===== config.mk =====
export PLATFORM = sky130hd
export DESIGN_NAME = icache
export DESIGN_NICKNAME = d
export VERILOG_FILES = /design/src/rtl/cpu_types_pkg.sv /design/src/rtl/icache.sv
export SDC_FILE = /design/constraint.sdc
export NUM_CORES = 1
export LEC_CHECK = 0
export CAP_MARGIN = 20
export CELL_PAD_IN_SITES_DETAIL_PLACEMENT = 1
export CELL_PAD_IN_SITES_GLOBAL_PLACEMENT = 2
export CORE_UTILIZATION = 45
export CTS_CLUSTER_SIZE = 40
export DETAILED_ROUTE_END_ITERATION = 10
export MAX_ROUTING_LAYER = met4
export PLACE_DENSITY_LB_ADDON = 0.3
export SETUP_SLACK_MARGIN = 0.05
export SLEW_MARGIN = 10
export SYNTH_ARGS = -nofsm -noshare
export SYNTH_HDL_FRONTEND = slang
export SYNTH_SLANG_ARGS = --single-unit

===== constraint.sdc =====
create_clock -name CLK -period 8.8 [get_ports CLK]
set_clock_uncertainty 0.05 [all_clocks]
set_input_delay 2.64 -clock CLK [delete_from_list [all_inputs] [get_ports CLK]]
set_output_delay 2.64 -clock CLK [all_outputs]
set_load 0.005 [all_outputs]

===== src/rtl/cpu_types_pkg.sv =====
// Shared CPU types for the instruction cache: word type, frame record, FSM states.
// The frame tag field is sized for the smallest legal cache (NSETS=2); larger caches zero-extend.
package cpu_types_pkg;

  typedef logic [31:0] word_t;

  localparam int    ICACHE_NSETS    = 16;
  localparam word_t ICACHE_BAD_WORD = 32'hbad1bad1;
  localparam int    ICACHE_TAG_MAXW = 29;

  typedef enum logic {
    IDLE = 1'b0,
    MISS = 1'b1
  } icache_state_t;

  typedef struct packed {
    logic                       valid;
    logic [ICACHE_TAG_MAXW-1:0] tag;
    word_t                      data;
  } icache_frame_t;

endpackage


===== src/rtl/icache.sv =====
// Direct-mapped, one-word-per-frame, read-only instruction cache with a two-state fill FSM.
// Optional hit/miss counters are built when ICACHE_STATS_EN is defined.
//
// state | meaning
// IDLE  | lookup; combinational hit, no memory request
// MISS  | iREN high, waiting for iwait low to write the frame
module icache
  import cpu_types_pkg::*;
#(
  parameter int NSETS = ICACHE_NSETS
) (
  input  logic  CLK,
  input  logic  nRST,
  input  logic  imemREN,
  input  word_t imemaddr,
  output logic  ihit,
  output word_t imemload,
  output logic  iREN,
  output word_t iaddr,
  input  logic  iwait,
  input  word_t iload
`ifdef ICACHE_STATS_EN
  ,
  output word_t hit_count,
  output word_t miss_count
`endif
);

  localparam int IDXW = $clog2(NSETS);

  icache_state_t state_q, state_d;
  logic [NSETS-1:0] valid_q, valid_d;
  logic [ICACHE_TAG_MAXW-1:0] tag_q [NSETS];
  word_t data_q [NSETS];

  logic [IDXW-1:0] idx;
  logic [ICACHE_TAG_MAXW-1:0] addr_tag;
  icache_frame_t rd_frame;
  logic hit;
  logic fill;
  logic unused_addr_bits;

  assign idx              = imemaddr[IDXW+1:2];
  assign addr_tag         = ICACHE_TAG_MAXW'(imemaddr[31:IDXW+2]);
  assign unused_addr_bits = ^imemaddr[1:0];

  always_comb begin
    rd_frame.valid = valid_q[idx];
    rd_frame.tag   = tag_q[idx];
    rd_frame.data  = data_q[idx];
  end

  assign hit = imemREN & rd_frame.valid & (rd_frame.tag == addr_tag);

  always_comb begin
    state_d  = state_q;
    valid_d  = valid_q;
    ihit     = 1'b0;
    imemload = ICACHE_BAD_WORD;
    iREN     = 1'b0;
    iaddr    = '0;
    fill     = 1'b0;
    unique case (state_q)
      IDLE: begin
        ihit = hit;
        if (hit) imemload = rd_frame.data;
        if (imemREN && !hit) state_d = MISS;
      end
      MISS: begin
        // request is held even if imemREN drops, so the controller transaction always completes
        iREN  = 1'b1;
        iaddr = {imemaddr[31:2], 2'b00};
        if (!iwait) begin
          fill         = 1'b1;
          valid_d[idx] = 1'b1;
          state_d      = IDLE;
        end
      end
      default: state_d = IDLE;
    endcase
  end

  always_ff @(posedge CLK or negedge nRST) begin
    if (!nRST) begin
      state_q <= IDLE;
      valid_q <= '0;
    end else begin
      state_q <= state_d;
      valid_q <= valid_d;
    end
  end

  // tag/data need no reset: a frame is only visible through its valid bit
  always_ff @(posedge CLK) begin
    if (fill) begin
      tag_q[idx]  <= addr_tag;
      data_q[idx] <= iload;
    end
  end

`ifdef ICACHE_STATS_EN
  word_t hit_count_q, hit_count_d;
  word_t miss_count_q, miss_count_d;

  always_comb begin
    hit_count_d  = hit_count_q;
    miss_count_d = miss_count_q;
    if (ihit && (hit_count_q != '1)) hit_count_d = hit_count_q + 32'd1;
    if ((state_q == IDLE) && (state_d == MISS) && (miss_count_q != '1))
      miss_count_d = miss_count_q + 32'd1;
  end

  always_ff @(posedge CLK or negedge nRST) begin
    if (!nRST) begin
      hit_count_q  <= '0;
      miss_count_q <= '0;
    end else begin
      hit_count_q  <= hit_count_d;
      miss_count_q <= miss_count_d;
    end
  end

  assign hit_count  = hit_count_q;
  assign miss_count = miss_count_q;
`endif

endmodule


; Word level (Yosys, flattened, before mapping)
; Memory sizes are Yosys's and may differ from the RTL's.
; Index checks and enable logic that the tools add are counted.
[totals]
inputBits = 68
output_inout_bits = 66
reg_bits = 17
ramBits = 928
wordCells = 32
n_memories = 2
[mem_list]
columns = name, depth, word_bits, read_ports, rd_clocked_by_memory_dff, write_ports, line
row1 = data_q, 16, 32, 1, 0, 1, icache.sv:34  ; word_t data_q [NSETS];
row2 = tag_q, 16, 26, 1, 0, 1, icache.sv:33  ; logic [ICACHE_TAG_MAXW-1:0] tag_q [NSETS];
[classes]
mux = 16
order_cmp = 2
bitwise = 5
eq_ne = 1
reduce_logical = 4
[op_table]
columns = op, count
row1 = 32-bit 2-to-1 mux, 3
row2 = 29-bit by 26-bit equality test with 1-bit output, 1
row3 = 16-bit OR, 1
row4 = 1-bit 2-to-1 mux, 10
row5 = "4-bit by 5-bit less-than comparator with 1-bit output, second input constant", 1
row6 = 1-bit binary-select mux with 4-bit select, 1
row7 = 1-bit demux with 4-bit select, 1
row8 = "4-bit by 1-bit >= comparator with 1-bit output, second input constant", 1
row9 = 1-bit AND, 2
row10 = 1-bit logical AND, 2
row11 = 1-bit inverter, 2
row12 = 1-bit case mux with 2 select lines, 1
row13 = 2-bit AND reduction, 1
row14 = 1-bit logical NOT, 1

; Depth between registers and ports, before layout
[logic_depth]
ltp_word = 8
ltp_mapped = 13
depth_no_buf = 7

; Worst setup path after synthesis
; No wires, ideal clock.
[synth_timing]
kind = in2reg
from = in imemaddr[3]
to = reg valid_q[2]
required_ns = 8.661
t_arrival_ns = 9.066
setup_time_ns = 0.089
cell_stages = 9
n_path_buf = 5
setup_slack_ns = -0.405
path_cell_list = buf_2 > buf_1 > clkbuf_1 > clkbuf_1 > clkbuf_1 > nand2_1 > or3_1 > nor3_1 > or2_2
[synth_via]
elab_chain_cells = 5
elab_cells_between_ends = 6
cone_classes = 2 x order compare / 2 x mux / 1 x bitwise / 1 x reduce/logical
[synth_rtl]
columns = item, line
row1 = from (decl), icache.sv:15  ; input word_t imemaddr,
row2 = 4-bit by 5-bit less-than comparator with 1-bit output (not written as such) / 4-bit by 1-bit >= comparator with 1-bit output (equally long branches), icache.sv:75  ; valid_d[idx] = 1'b1;
row3 = 1-bit logical AND (not written as such), icache.sv:75
row4 = 1-bit 2-to-1 mux (not written as such), icache.sv:75
row5 = 1-bit demux with 4-bit select *, icache.sv:75
row6 = 16-bit OR (no source line) *, --
row7 = to (signal assigned), icache.sv:89  ; valid_q <= valid_d;
row8 = to (decl), icache.sv:32  ; logic [NSETS-1:0] valid_q, valid_d;
; Mark *: on every way between the ends. The rest lies on a longest branch, timed or not.
; A chain may end at the register's enable or synchronous reset.

; Final worst setup path
[layout_timing]
from = in imemaddr[2]
to = out imemload[0]
[layout_via]
elab_chain_cells = 6
elab_cells_between_ends = 9
cone_classes = 1 x eq/ne / 4 x mux / 2 x bitwise / 2 x memory
[layout_rtl]
columns = item, line
row1 = "parallel branches: the longest is 4 deep, another holds memory read 16 x 26 bit", --
row2 = 32-bit 2-to-1 mux *, icache.sv:66  ; if (hit) imemload = rd_frame.data;
row3 = 32-bit 2-to-1 mux *, icache.sv:63  ; unique case (state_q)
row4 = to (decl), icache.sv:17  ; output word_t imemload,
; Every way passes the cells marked *. The select of a mux whose other input is x is not followed.

==> summary.txt <==
Place
  • Pre-CTS setup slack: -0.3704 ns
  • Placer Congestion: 0.8015
  • Placed instance count: a little under 3000
  • Dpl hpwl: ~54000 um
  • PortBufs: around 130

Timing
  • Peak Freq: roughly 110 MHz
  • Final Hold Viols: 0
  • Final Setup Violations: 0
  • Tcrit/Tclk final: a little under 100%
  • Final WS setup: about 0.045 ns
  • Tmin final: between 8 and 9 ns
  • Least-Margin Pin Slew: about 1.1 ns
  • RSZ-0062 raised after global routing: yes
  • Worst rel slew slack: between 20% and 30%
  • Max Slew Vio Count: 0

Global routing
  • Initial antenna violation count: 1
  • Global-route wire length before repair: between 100000 and 150000 um
  • Vias in the first global route: 19930
  • Remaining Overflow, GRT: 0
  • GR Util All Layers: between 20% and 30%
  • Pin count of the biggest net entering global routing: 81

Route
  • Vias: 18690
  • Iter 0 DRT Violations: approximately 1700
  • DR WL/cell: 29.99 um
  • Number of antenna-violating nets in the routed design: 0
  • Via density: around 5.9
  • DR DRC count: 0
  • DR pass1 iterations: 5
  • Wirelength, routed: ~94000 um

Worst setup path
  • Delay-heaviest family, CP: simple AND/OR/NAND/NOR gates
  • Crit path largest cell delay: 0.56 ns
  • CP max FO: 19
  • Worst Path Arrival: between 6 and 7 ns
  • CP Cell Sequence: bufbuf_16 -> mux4_2 -> a22oi_1 -> a21oi_1 -> nor4_4 -> buf_4 -> nand4_1 -> or4_4 -> buf_12 -> or4_4 -> clkdlybuf4s50_1
  • Data required time of the worst path: just over 6 ns
  • CP Class: in -> out
  • CP dominant cell by count: or4_4
  • Slowest CP cell: or4_4
  • Bufs and invs on worst path: 4
  • Crit. End Element: output port
  • Critical Path Start Type: input port

Cells and area
  • Layout Utilization: a little over half
  • Layout Nets: slightly above 2000
  • Fill count: between 6000 and 7000
  • Share of post-route cells with drive strength above 1: between 30% and 40%
  • Syn-to-layout area delta: 19.34%
  • # diodes: 0
  • Post-Layout Cell Count: about 3100

Clock network
  • Root Driver: clkbuf_16
  • Cts bufs inserted: 93
  • CTS tree: done
  • H-tree depth: 3
  • Skew-Pair Late Insertion Delay: about 0.63 ns
  • Clock Path Buffers: 3
  • Clock slew at reported path FFs: around 0.060 ns
  • CTS Sinks: between 900 and 1000

Yosys
  • Yosys top cell area share: 74.99%
  • Async SR Flop Fraction: 1.799%
  • Synth top area cells: edfxtp_1 75%, mux4_2 14%, mux2i_1 2.6%
  • Yosys cell types: 64
  • Post-synth EDFFs: 928
  • Leading area contributor after synthesis: edfxtp_1
  • Top_reg_cell synth: edfxtp_1
  • #FFs+latches synth: 945
  • Seq/Total Area, Yosys: about three quarters
  • Synthesized area: 37160 um2
  • Synth cell count leaders: 928 x edfxtp_1, 232 x mux4_2, 96 x mux2i_1
  • Synthesized area per cell: 22.05 um2
  • Post-Syn Instances: approximately 1700
  • Most frequent cell after synthesis: edfxtp_1
  • Synthesis Warnings: 0

Die
  • DIE AREA: approximately 84000 um2
  • Die height: between 200 and 300 um
  • Std cell rows: approximately 110
  • Die X: between 200 and 300 um
  • Initial Util: approximately 45%
  • CORE AREA: roughly 82000 um2
  • # IOs: ~130

Power and ir drop
  • Power Density: ~220 nW/um2
  • Worst VDD drop: 0.0001807 V
  • Leakage: roughly 14 nW

Run status
  • Status: finished, final reports clean

Worst hold path
  • Worst hold path type: reg -> reg

Job
  • Max_cap viols: 0
[cell usage in the layout (no fill, tap or decap), drive strengths merged, types with 18 or more instances in the layout]
master         instances
mux4                 233
a22oi                 33
clkdlybuf4s50        108
and2                  30
mux2i                 96
clkbuf               110
inv                   20
nor2                  20
or4                   19
clkinv                49
edfxtp               928
and4                  18
buf                  184
[sequential cells by signal (all words and copies together) (netlist names)]
register,count
data_q,512
valid_q,16
state_q,1
tag_q,416
[final cells by class]
type / instances / area [um2] / share of cell area (%)
Sequential cell: 945 / 28290 / 63.80
Tap cell: 1070 / 1339 / 3.019
Inverter: 15 / 58.81 / 0.1326
Clock buffer: 109 / 2430 / 5.479
Multi-Input combinational cell: 633 / 8573 / 19.33
Timing Repair Buffer: 313 / 3138 / 7.076
Clock inverter: 63 / 513.0 / 1.157
[path summary, 6_finish.rpt]
path / startpoint / end / slack [ns] / cells after the start
worst max register to register: state_q / tag_q[10][19] / 5.51 / 5
max in group asynchronous: nRST / state_q / 5.50 / 1
worst min register to register: valid_q[15] / valid_q[15] / 0.42 / 1
worst min-delay path: valid_q[15] / valid_q[15] / 0.42 / 1
min in group asynchronous: nRST / valid_q[0] / 2.52 / 1
worst max-delay path: imemaddr[2] / imemload[0] / 0.05 / 11
[through the flow]
stage / instance area, um2 / power (W) / TNS, ns / hold WS [ns]
6_report: 44350 / 0.009540 / 0 / 0.4197
4_1_cts: 44170 / 0.009609 / 0 / 0.4187
3_5_place_dp: 40930 / 0.005745 / -6.325 / 0.4040
5_1_grt: 44350 / 0.009805 / -0.04970 / 0.4388
2_1_floorplan: 37180 / 0.005435 / 0 / 0.3837
3_3_place_gp: 40930 / 0.005723 / -4.780 / 0.3961
[cells by family (layout without fill, tap and decap cells)]
group                     count (synthesis)  after routing  share of synthesized area, %
muxes                                   332            332                         16.81
buffers and inverters                   108            500                         1.586
and+or+nand+nor                         169            169                         2.744
DFF                                     945            945                         76.14
xor gates and xnor gates                 20             20                        0.4714
other                                     1              2                       0.01009
AOI/OAI and AO/OA                       110            110                         2.243
[where the power goes]
part | leakage [nW] | internal [W] | switching (W)
logic | 4.41 | 0.000303 | 0.000347
clock network | 1.46 | 0.00221 | 0.00166
registers | 8.56 | 0.00500 | 0.0000189
[metal layers]
metal  wire (um)  share of wire, %  up-vias  global-route usage (%)
met4        1578               1.7        0                   5.447
met3        5062               5.4      112                   2.945
met1       39610                42    10180                   31.45
li1            -                 -     7797                       -
met2       48160                51      597                   38.95
met5           0                 0        -                       -
[timing repair]
| action | in CTS | in global routing |
|---|---|---|
| pin swaps | 8 | 6 |
| buffers inserted | 7 | 9 |
| gates resized for setup | 55 | 22 |
| hold buffers | 0 | 0 |
| setup endpoints to repair | 33 | 23 |
| cloned | 3 | 0 |
Note: power is estimated with default switching activity, not from simulation.
